### config.mk
export PLATFORM = sky130hd
export DESIGN_NAME = player_pose_ctrl
export DESIGN_NICKNAME = d
export VERILOG_FILES = /design/src/rtl/player_pose_ctrl.sv
export SDC_FILE = /design/constraint.sdc
export NUM_CORES = 1
export LEC_CHECK = 0
export ABC_AREA = 1
export CAP_MARGIN = 20
export CORE_MARGIN = 2
export CORE_UTILIZATION = 40
export DETAILED_ROUTE_END_ITERATION = 8
export MAX_ROUTING_LAYER = met4
export SLEW_MARGIN = 20
export SYNTH_ARGS = -nofsm -noshare
export SYNTH_HDL_FRONTEND = slang
export SYNTH_SLANG_ARGS = --single-unit
### constraint.sdc
create_clock -name vga_clk -period 3.6 [get_ports vga_clk]
set_clock_uncertainty 0.2 [all_clocks]
set_input_delay 1.08 -clock vga_clk [delete_from_list [all_inputs] [get_ports vga_clk]]
set_output_delay 1.08 -clock vga_clk [all_outputs]
set_load 0.03 [all_outputs]
### src/rtl/player_pose_ctrl.sv
// player_pose_ctrl: per-player fighter controller feeding the sprite renderer.
// Runs the pose FSM, walk/jump motion, attack timers and damage/death on frame ticks.
// Optional feature macro: PLAYER_AIR_KICK_EN enables a kick pose during a jump.
module player_pose_ctrl #(
    parameter logic [9:0] START_X     = 10'd64,
    parameter logic [9:0] GROUND_Y    = 10'd300,
    parameter logic [9:0] X_MIN       = 10'd0,
    parameter logic [9:0] X_MAX       = 10'd512,
    parameter logic [3:0] WALK_STEP   = 4'd3,
    parameter logic [5:0] JUMP_V0     = 6'd14,
    parameter logic [2:0] GRAVITY     = 3'd1,
    parameter logic [4:0] PUNCH_TICKS = 5'd8,
    parameter logic [4:0] KICK_TICKS  = 5'd12,
    parameter logic [7:0] HEALTH_MAX  = 8'd100
) (
    input  logic       vga_clk,
    input  logic       reset,
    input  logic       frame_tick,
    input  logic       btn_left,
    input  logic       btn_right,
    input  logic       btn_up,
    input  logic       btn_down,
    input  logic       btn_punch,
    input  logic       btn_kick,
    input  logic       btn_block,
    input  logic [9:0] opponent_x,
    input  logic       hit_valid,
    input  logic [7:0] hit_damage,
    output logic [9:0] spritex,
    output logic [9:0] spritey,
    output logic       stand,
    output logic       crouch,
    output logic       jump,
    output logic       kick,
    output logic       punch,
    output logic       crouchpunch,
    output logic       move,
    output logic       block,
    output logic       dead,
    output logic       flip,
    output logic [7:0] health
);

    typedef enum logic [3:0] {
        S_IDLE, S_WALK, S_CROUCH, S_JUMP, S_PUNCH, S_KICK, S_CPUNCH, S_BLOCK, S_DEAD
    } state_t;

    // Pose vector layout: {stand, crouch, jump, kick, punch, crouchpunch, move, block, dead}
    localparam logic [8:0] POSE_RESET = 9'b1_0000_0000;

    state_t             r_state;
    state_t             w_next_state;
    state_t             w_decide;
    logic [9:0]         r_spritex;
    logic [9:0]         r_spritey;
    logic [9:0]         w_next_x;
    logic [9:0]         w_next_y;
    logic [9:0]         w_x_stepped;
    logic [6:0]         r_vy;
    logic [6:0]         w_next_vy;
    logic [4:0]         r_timer;
    logic [4:0]         w_next_timer;
    logic [7:0]         r_health;
    logic [7:0]         w_dmg;
    logic               r_flip;
    logic               w_next_flip;
    logic               r_lock;
    logic               w_lock_set;
    logic               r_air_kick;
    logic               w_next_air_kick;
    logic [8:0]         r_pose;
    logic [8:0]         w_pose;
    logic               w_grounded;
    logic               w_punch_ok;
    logic               w_kick_ok;
    logic               w_go_left;
    logic               w_go_right;
    logic               w_land;
    logic signed [10:0] w_ysum;

    assign w_grounded = (r_state inside {S_IDLE, S_WALK, S_CROUCH, S_BLOCK});
    // Attack buttons stay masked after an attack until both are released
    assign w_punch_ok = btn_punch & ~r_lock;
    assign w_kick_ok  = btn_kick & ~r_lock;
    assign w_go_left  = btn_left & ~btn_right;
    assign w_go_right = btn_right & ~btn_left;
    assign w_ysum     = $signed({1'b0, r_spritey}) + $signed({{4{r_vy[6]}}, r_vy});
    assign w_land     = (w_ysum >= $signed({1'b0, GROUND_Y}));
    assign w_dmg      = (r_state == S_BLOCK) ? {2'b00, hit_damage[7:2]} : hit_damage;

    // Button priority decision used by the grounded states
    always_comb begin
        w_decide = S_IDLE;
        if (btn_up)                       w_decide = S_JUMP;
        else if (w_punch_ok && btn_down)  w_decide = S_CPUNCH;
        else if (w_punch_ok)              w_decide = S_PUNCH;
        else if (w_kick_ok)               w_decide = S_KICK;
        else if (btn_down)                w_decide = S_CROUCH;
        else if (btn_block)               w_decide = S_BLOCK;
        else if (w_go_left || w_go_right) w_decide = S_WALK;
    end

    // Saturating horizontal step; compared in 11 bits so the left edge never underflows
    always_comb begin
        w_x_stepped = r_spritex;
        if (w_go_left) begin
            if ({1'b0, r_spritex} < ({1'b0, X_MIN} + {7'd0, WALK_STEP}))
                w_x_stepped = X_MIN;
            else
                w_x_stepped = r_spritex - {6'd0, WALK_STEP};
        end else if (w_go_right) begin
            if (({1'b0, r_spritex} + {7'd0, WALK_STEP}) > {1'b0, X_MAX})
                w_x_stepped = X_MAX;
            else
                w_x_stepped = r_spritex + {6'd0, WALK_STEP};
        end
    end

    // FSM state register
    always_ff @(posedge vga_clk) begin
        if (reset) r_state <= S_IDLE;
        else       r_state <= w_next_state;
    end

    // FSM next state: depleted health forces DEAD on any cycle, other moves only on tick
    always_comb begin
        w_next_state = r_state;
        if (r_state != S_DEAD && r_health == 8'd0) begin
            w_next_state = S_DEAD;
        end else if (frame_tick) begin
            case (r_state)
                S_IDLE, S_WALK, S_CROUCH, S_BLOCK: w_next_state = w_decide;
                S_JUMP:                   if (w_land) w_next_state = S_IDLE;
                S_PUNCH, S_KICK, S_CPUNCH: if (r_timer == 5'd0) w_next_state = S_IDLE;
                default:                  w_next_state = r_state;
            endcase
        end
    end

    // FSM outputs: pose decoded from the next state so flags register alongside it
    always_comb begin
        w_pose = '0;
        case (w_next_state)
            S_IDLE:   w_pose = 9'b1_0000_0000;
            S_WALK:   w_pose = 9'b1_0000_0100;
            S_CROUCH: w_pose = 9'b0_1000_0000;
            S_JUMP:   w_pose = w_next_air_kick ? 9'b0_0110_0000 : 9'b0_0100_0000;
            S_PUNCH:  w_pose = 9'b0_0001_0000;
            S_KICK:   w_pose = 9'b0_0010_0000;
            S_CPUNCH: w_pose = 9'b0_0000_1000;
            S_BLOCK:  w_pose = 9'b0_0000_0010;
            S_DEAD:   w_pose = 9'b0_0000_0001;
            default:  w_pose = '0;
        endcase
    end

    // Per-tick motion, timers and facing
    always_comb begin
        w_next_x        = r_spritex;
        w_next_y        = r_spritey;
        w_next_vy       = r_vy;
        w_next_timer    = r_timer;
        w_next_air_kick = r_air_kick;
        w_next_flip     = r_flip;
        w_lock_set      = 1'b0;
        if (frame_tick) begin
            case (r_state)
                S_IDLE, S_WALK, S_CROUCH, S_BLOCK: begin
                    w_next_flip = (opponent_x >= r_spritex);
                    case (w_next_state)
                        S_WALK: w_next_x = w_x_stepped;
                        S_JUMP: w_next_vy = 7'd0 - {1'b0, JUMP_V0};
                        S_PUNCH, S_CPUNCH: begin
                            w_next_timer = PUNCH_TICKS - 5'd1;
                            w_lock_set   = 1'b1;
                        end
                        S_KICK: begin
                            w_next_timer = KICK_TICKS - 5'd1;
                            w_lock_set   = 1'b1;
                        end
                        default: ;
                    endcase
                end
                S_JUMP: begin
                    w_next_x = w_x_stepped;
                    if (w_land) begin
                        w_next_y        = GROUND_Y;
                        w_next_vy       = '0;
                        w_next_timer    = '0;
                        w_next_air_kick = 1'b0;
                    end else begin
                        w_next_y  = w_ysum[9:0];
                        w_next_vy = r_vy + {4'd0, GRAVITY};
`ifdef PLAYER_AIR_KICK_EN
                        // Air kick reuses the attack timer; physics keep running underneath
                        if (r_air_kick) begin
                            if (r_timer == 5'd0) w_next_air_kick = 1'b0;
                            else                 w_next_timer    = r_timer - 5'd1;
                        end else if (w_kick_ok) begin
                            w_next_air_kick = 1'b1;
                            w_next_timer    = KICK_TICKS - 5'd1;
                            w_lock_set      = 1'b1;
                        end
`endif
                    end
                end
                S_PUNCH, S_KICK, S_CPUNCH: begin
                    if (r_timer != 5'd0) w_next_timer = r_timer - 5'd1;
                end
                S_DEAD: begin
                    w_next_y        = GROUND_Y;
                    w_next_vy       = '0;
                    w_next_timer    = '0;
                    w_next_air_kick = 1'b0;
                end
                default: ;
            endcase
        end
    end

    // Motion, facing, attack lock and registered pose flags
    always_ff @(posedge vga_clk) begin
        if (reset) begin
            r_spritex  <= START_X;
            r_spritey  <= GROUND_Y;
            r_vy       <= '0;
            r_timer    <= '0;
            r_air_kick <= 1'b0;
            r_flip     <= 1'b1;
            r_lock     <= 1'b0;
            r_pose     <= POSE_RESET;
        end else begin
            r_spritex  <= w_next_x;
            r_spritey  <= w_next_y;
            r_vy       <= w_next_vy;
            r_timer    <= w_next_timer;
            r_air_kick <= w_next_air_kick;
            r_flip     <= w_next_flip;
            r_pose     <= w_pose;
            if (!btn_punch && !btn_kick) r_lock <= 1'b0;
            else if (w_lock_set)         r_lock <= 1'b1;
        end
    end

    // Health: hits apply on any cycle, ignored once dead
    always_ff @(posedge vga_clk) begin
        if (reset) begin
            r_health <= HEALTH_MAX;
        end else if (hit_valid && r_state != S_DEAD) begin
            r_health <= (w_dmg >= r_health) ? 8'd0 : r_health - w_dmg;
        end
    end

    assign spritex = r_spritex;
    assign spritey = r_spritey;
    assign flip    = r_flip;
    assign health  = r_health;
    assign {stand, crouch, jump, kick, punch, crouchpunch, move, block, dead} = r_pose;

endmodule

==> flow_summary.json, run 1 <==
{
  "status": "finished, final reports clean",
  "place_area_sq_um": 5050,
  "initial_core_util": 0.409,
  "holdWs_ns": 0.283,
  "yosysTopAreaCellShare": 0.268,
  "antenna_found_initial": 0,
  "synth_area_sq_um": 4180,
  "hold_viol": 0,
  "port_buffers": 66,
  "fin_cells": 858,
  "slowest_delay_ns": 0.45,
  "path_class": "primary input to flop",
  "seqCellArea_sq_um": 1120,
  "rsz0062_at_grt": "false",
  "yosys_warnings": 0,
  "syn_avg_cell_area_sq_um": 6.46,
  "maxCapViolCount": 0,
  "hold_path.class": "flop to flop",
  "crit_family": "buffers and inverters",
  "clock_sinks": 56,
  "clkLatencyLatePin_ns": 0.32,
  "finalCritPeriodShare": 0.943,
  "min_period_ns": 3.39,
  "rr_worst_depth": 23,
  "slew_viol_final": 0,
  "grt_pass1_wl_mm": 18.5,
  "tightest_slew_ns": 0.668,
  "hpwl_mm": 8.95,
  "n_fill_cell": 1074,
  "final_cell_mix": "142 x nand2_1, 84 x inv_1, 81 x nor2_1",
  "worst_hold_path.endpoint": "r_timer[4]$_SDFFE_PP0P_",
  "cts_buffers": 5,
  "syn_to_final_growth_pct": 24.2,
  "fin_ws_ns": 0.205,
  "core_area_sq_um": 10200,
  "ys_types": 44,
  "wire_per_inst_microns": 13.0,
  "routed_via_density": 5.05,
  "htree_levels": 2,
  "die_h_microns": 106,
  "worstPathArrival_ns": 3.40,
  "cp-end-kind": "flop",
  "multiInputGateArea_sq_um": 2720,
  "maxSlewHeadroom": 0.554,
  "rows": 37,
  "design_area_sq_um": 5190,
  "first_pass_iters": 7,
  "async_reset_ff_frac": 0,
  "r2r_start": "r_vy[0]$_SDFFE_PP0P_",
  "path_buf_inv": 4,
  "gp_congestion": 0.923,
  "synth_cells": 647,
  "worstPathMaxFanout": 4,
  "worstReg2RegEnd": "r_timer[3]$_SDFFE_PP0P_",
  "ir_drop_uv": 229,
  "clockBufferDepth": 2,
  "n_antenna_cell": 0,
  "dp.cells": 850,
  "whs_path_depth": 2,
  "cts-root-buf": "clkbuf_8",
  "nNetsFinal": 786,
  "num_io_pins": 67,
  "die_w_microns": 106,
  "syn-num-nets": 712,
  "crit_slowest_cell": "clkdlybuf4s50_1",
  "hp-start": "r_timer[4]$_SDFFE_PP0P_",
  "drive_gt1_frac": 0.0748,
  "synth_edf_count": 0,
  "reg2reg_slack_ns": 0.36,
  "synth_seq_cells": 56,
  "grt_max_degree": 34,
  "grtUsageTotal": 0.205,
  "tritoncts": "yes",
  "synth.area.top_cells": "dfxtp_1 27%, nand2_1 13%, ha_1 10%",
  "detail-route-antenna-nets": 0,
  "vias": 4334,
  "cp.required_ns": 3.60,
  "overflow": 0,
  "wl_mm": 11.1,
  "leakage_uw": 0.00238,
  "final_common_cell": "nand2_1",
  "drc": 0,
  "path_cells": "clkdlybuf4s50_1 -> inv_1 -> nand2_1 -> o21ai_0 -> ha_1 -> buf_4 -> a21oi_1 -> nand2_1 -> a21oi_1 -> o21ai_0 -> inv_1 -> nor2_1 -> nor2_1 -> nor2_1 -> or3_1 -> nand4_1 -> a21oi_1",
  "cts.clk_slew.worst_paths_ns": 0.10,
  "seq_area_frac_synth": 0.268,
  "start_kind": "primary input",
  "grt_pass1_vias": 4017,
  "p_per_area_nw_per_um2": 346,
  "drt-initial-drc-count": 158,
  "fmaxAchievable_mhz": 295,
  "preCtsSetupSlack_ns": -0.188,
  "die_area_sq_um": 11300,
  "setup_viol": 0,
  "synthFlopType": "dfxtp_1",
  "synth_top_area_cell": "dfxtp_1",
  "postCtsSetupBuffers": 0
}
[final cells by class]
cell class              instances  area share
multi-input cells             494       0.523
repair buffers                 77       0.143
inverters                      87      0.0634
clock inverters                 3     0.00819
well taps                     136      0.0328
clock buffers                   5      0.0132
flip-flops and latches         56       0.216
[what timing repair did]
action | CTS | global route
endpoints found under the setup margin | 0 | 21
hold buffers | 0 | 0
endpoints found under the hold margin | 0 | 0
gates resized for setup | 0 | 11
[Yosys cell counts, types with 3 or more instances]
master	instances
o21ai_1	8
o211ai_1	5
a21oi_2	3
ha_1	34
clkbuf_1	7
nand4_1	4
inv_2	3
nand2_2	12
or2_2	4
a21oi_1	52
nor2_1	81
o21ai_0	41
nand3_1	47
inv_1	84
dfxtp_1	56
nor3_1	15
nand2_1	142
xor2_1	11
nand3b_1	5
mux2i_1	3
[worst max-delay path by stage]
stage	start	to	slack, ns	depth (start not counted)
floorplan	hit_damage[2]	health[7]$_SDFFE_PP0P_	0.52	15
global placement	hit_damage[2]	health[7]$_SDFFE_PP0P_	-0.11	16
detailed placement	hit_damage[2]	health[7]$_SDFFE_PP0P_	-0.19	16
CTS	hit_damage[2]	health[7]$_SDFFE_PP0P_	0.16	16
global route	hit_damage[2]	health[7]$_SDFFE_PP0P_	0.02	16
finish	hit_damage[2]	health[7]$_SDFFE_PP0P_	0.21	17
[sequential cells by signal, indices dropped and copies added, names as in the netlist]
name,cells
spritex,10
flip,1
r_lock,1
health,8
r_state,4
r_timer,5
r_pose,9
r_vy,7
r_air_kick,1
spritey,10
[worst register-to-register path: stages (launching register included)]
cell and delay [ns]:
dfxtp_2 0.38, ha_1 0.20, inv_1 0.07, fa_1 0.39
inv_1 0.07, nand3_1 0.08, nand2_1 0.12, nand2_2 0.07
nand2_2 0.08, nand2_2 0.07, nand3_1 0.07, nand2_1 0.07
nand2_1 0.07, nand2_1 0.06, nand2_2 0.14, nand2_4 0.12
a21oi_4 0.24, nand2_1 0.12, nand2_1 0.09, nand2_2 0.10
nand2_1 0.17, nand2_1 0.07, nand2_1 0.06, nor2_1 0.05
[routing by layer]
layer	share of wire	global-route usage	routed length, microns	vias up
li1	-	-	-	2268
met3	0.038	0.0227	421	18
met2	0.49	0.359	5450	87
met5	0	-	0	-
met4	0.021	0.0592	234	0
met1	0.45	0.250	5020	1961
[power breakdown]
group | switching, uW | total (uW) | internal (uW) | leakage (uW)
sequential | 50.4 | 713 | 663 | 0.000458
combinational | 406 | 663 | 257 | 0.00187
clock | 212 | 418 | 206 | 0.0000541
[through the flow]
step | util | TNS (ns) | power, uW
after floorplan | - | 0 | 1170
after global placement | 0.493 | -0.609 | 1370
after detailed placement | 0.493 | -1.17 | 1380
after CTS | 0.504 | 0 | 1810
after global routing | 0.508 | 0 | 1930
final | 0.508 | 0 | 1790
[cells by family after synthesis]
group,count (synthesis),synth area share
AND/OR/NAND/NOR,322,0.339
XOR/XNOR,13,0.0272
AO/OA/AOI/OAI,120,0.158
adder cells (fa/ha/maj),36,0.111
multiplexers,3,0.00718
buffers and inverters,97,0.0897
flip-flops,56,0.268
(Power assumes the default switching activity.)
==> run 2, diff against run 1 <==
--- a/config.mk
+++ b/config.mk
@@ -11,6 +11,7 @@
 export CORE_UTILIZATION = 40
 export DETAILED_ROUTE_END_ITERATION = 8
 export MAX_ROUTING_LAYER = met4
+export SETUP_SLACK_MARGIN = 0.5
 export SLEW_MARGIN = 20
 export SYNTH_ARGS = -nofsm -noshare
 export SYNTH_HDL_FRONTEND = slang
==> flow_summary.json, run 2 (synthesis gave the netlist of run 1 again) <==
{
  "status": "finished, final reports clean",
  "worst_hold_path.endpoint": "r_timer[4]$_SDFFE_PP0P_",
  "vias": 4504,
  "wl_mm": 12.0,
  "clkLatencyLatePin_ns": 0.32,
  "rows": 37,
  "tightest_slew_ns": 0.719,
  "nNetsFinal": 812,
  "worstReg2RegEnd": "health[7]$_SDFFE_PP0P_",
  "tns_ns": 0,
  "final_common_cell": "nand2_1",
  "htree_levels": 2,
  "met1Wirelength_mm": 5.26,
  "route.met2.wl_mm": 6.00,
  "cp.required_ns": 3.60,
  "design_area_sq_um": 5660,
  "hold_path.class": "flop to flop",
  "grt_pass1_vias": 4189,
  "r2r_start": "r_state[2]$_SDFF_PP0_",
  "path_class": "primary input to flop",
  "num_io_pins": 67,
  "worstPathArrival_ns": 3.14,
  "maxSlewHeadroom": 0.520,
  "port_buffers": 66,
  "seqCellArea_sq_um": 1130,
  "routed_via_density": 5.10,
  "min_period_ns": 3.14,
  "antenna_found_initial": 0,
  "grt_max_degree": 34,
  "maxCapViolCount": 0,
  "reg2reg_slack_ns": 0.55,
  "drc": 0,
  "wire_per_inst_microns": 13.6,
  "leakage_uw": 0.00260,
  "drt-initial-drc-count": 159,
  "cts_hold_buf": 0,
  "final_util": 0.553,
  "multiInputGateArea_sq_um": 2960,
  "slew_viol_final": 0,
  "clockBufferDepth": 2,
  "whs_path_depth": 2,
  "overflow": 0,
  "die_h_microns": 106,
  "rr_worst_depth": 18,
  "core_area_sq_um": 10200,
  "final_cell_mix": "128 x nand2_1, 78 x inv_1, 70 x nor2_1",
  "cp-end-kind": "flop",
  "n_antenna_cell": 0,
  "n_fill_cell": 1022,
  "worstPathMaxFanout": 4,
  "start_kind": "primary input",
  "detail-route-antenna-nets": 0,
  "holdWs_ns": 0.287,
  "cts-root-buf": "clkbuf_8",
  "initial_core_util": 0.409,
  "hpwl_mm": 8.95,
  "wl_met3_microns": 399,
  "place_area_sq_um": 5050,
  "drive_gt1_frac": 0.193,
  "cts_buffers": 5,
  "cts.clk_slew.worst_paths_ns": 0.10,
  "finalCritPeriodShare": 0.873,
  "first_pass_iters": 5,
  "ir_drop_uv": 226,
  "grtUsageTotal": 0.213,
  "setup_viol": 0,
  "syn_to_final_growth_pct": 35.3,
  "die_area_sq_um": 11300,
  "die_w_microns": 106,
  "highest_layer": "met4",
  "rsz0062_at_grt": "true",
  "hold_viol": 0,
  "fmaxAchievable_mhz": 318,
  "hp-start": "r_timer[4]$_SDFFE_PP0P_",
  "grt_pass1_wl_mm": 19.2,
  "clock_sinks": 56,
  "tritoncts": "yes",
  "gp_congestion": 0.923,
  "p_per_area_nw_per_um2": 340
}
run 2: how the worst max path moves through the flow:
stage / start / end / depth (start not counted)
after global routing: hit_damage[4] / health[7]$_SDFFE_PP0P_ / 15
after global placement: hit_damage[2] / health[7]$_SDFFE_PP0P_ / 16
after detailed placement: hit_damage[2] / health[7]$_SDFFE_PP0P_ / 16
after floorplan: hit_damage[2] / health[7]$_SDFFE_PP0P_ / 15
after CTS: hit_damage[2] / health[7]$_SDFFE_PP0P_ / 17
final: hit_damage[4] / health[7]$_SDFFE_PP0P_ / 15
run 2: stage by stage:
step	std cells	setup WS, ns	power (uW)
2_1_floorplan	647	0.523	1170
3_3_place_gp	850	-0.113	1370
3_5_place_dp	850	-0.188	1380
4_1_cts	876	0.477	1870
5_1_grt	884	0.368	2060
6_report	884	0.459	1920
run 2: layout make-up:
class / count / share of cell area
clock buffer: 5 / 0.0122
clock inverter: 3 / 0.00752
inverter: 87 / 0.0599
multi-input combinational: 495 / 0.523
sequential: 56 / 0.201
tap: 136 / 0.0301
timing repair buffer: 102 / 0.166
run 2: timing repair:
action                                  in CTS  in global routing
gates resized for setup                     40                 69
cloned                                       0                  1
endpoints found under the setup margin      35                 36
hold endpoints to repair                     0                  0
pin swaps                                   25                 35
setup buffers                               18                  7
run 2: layer usage:
layer  global-route usage  up-vias
met3               0.0221       30
met1                0.253     2048
met2                0.375       96
met5                    -        -
li1                     -     2330
met4               0.0705        0
run 2: report_power, final:
group	switching, uW	internal [uW]	leakage [uW]	total (uW)
Clock	213	206	0.0000541	420
Sequential	51.6	663	0.000461	715
Combinational	466	323	0.00208	789
run 2: critical path: stages:
cell,delay [ns]
dlygate4sd2_1,0.25
o21ai_1,0.14
ha_1,0.28
buf_6,0.14
a21oi_2,0.12
nand2_1,0.10
a21oi_2,0.15
o21ai_2,0.08
inv_1,0.07
nor2_2,0.04
nor2_1,0.12
nor2_1,0.08
or3_1,0.34
nand4_1,0.09
a21oi_2,0.06
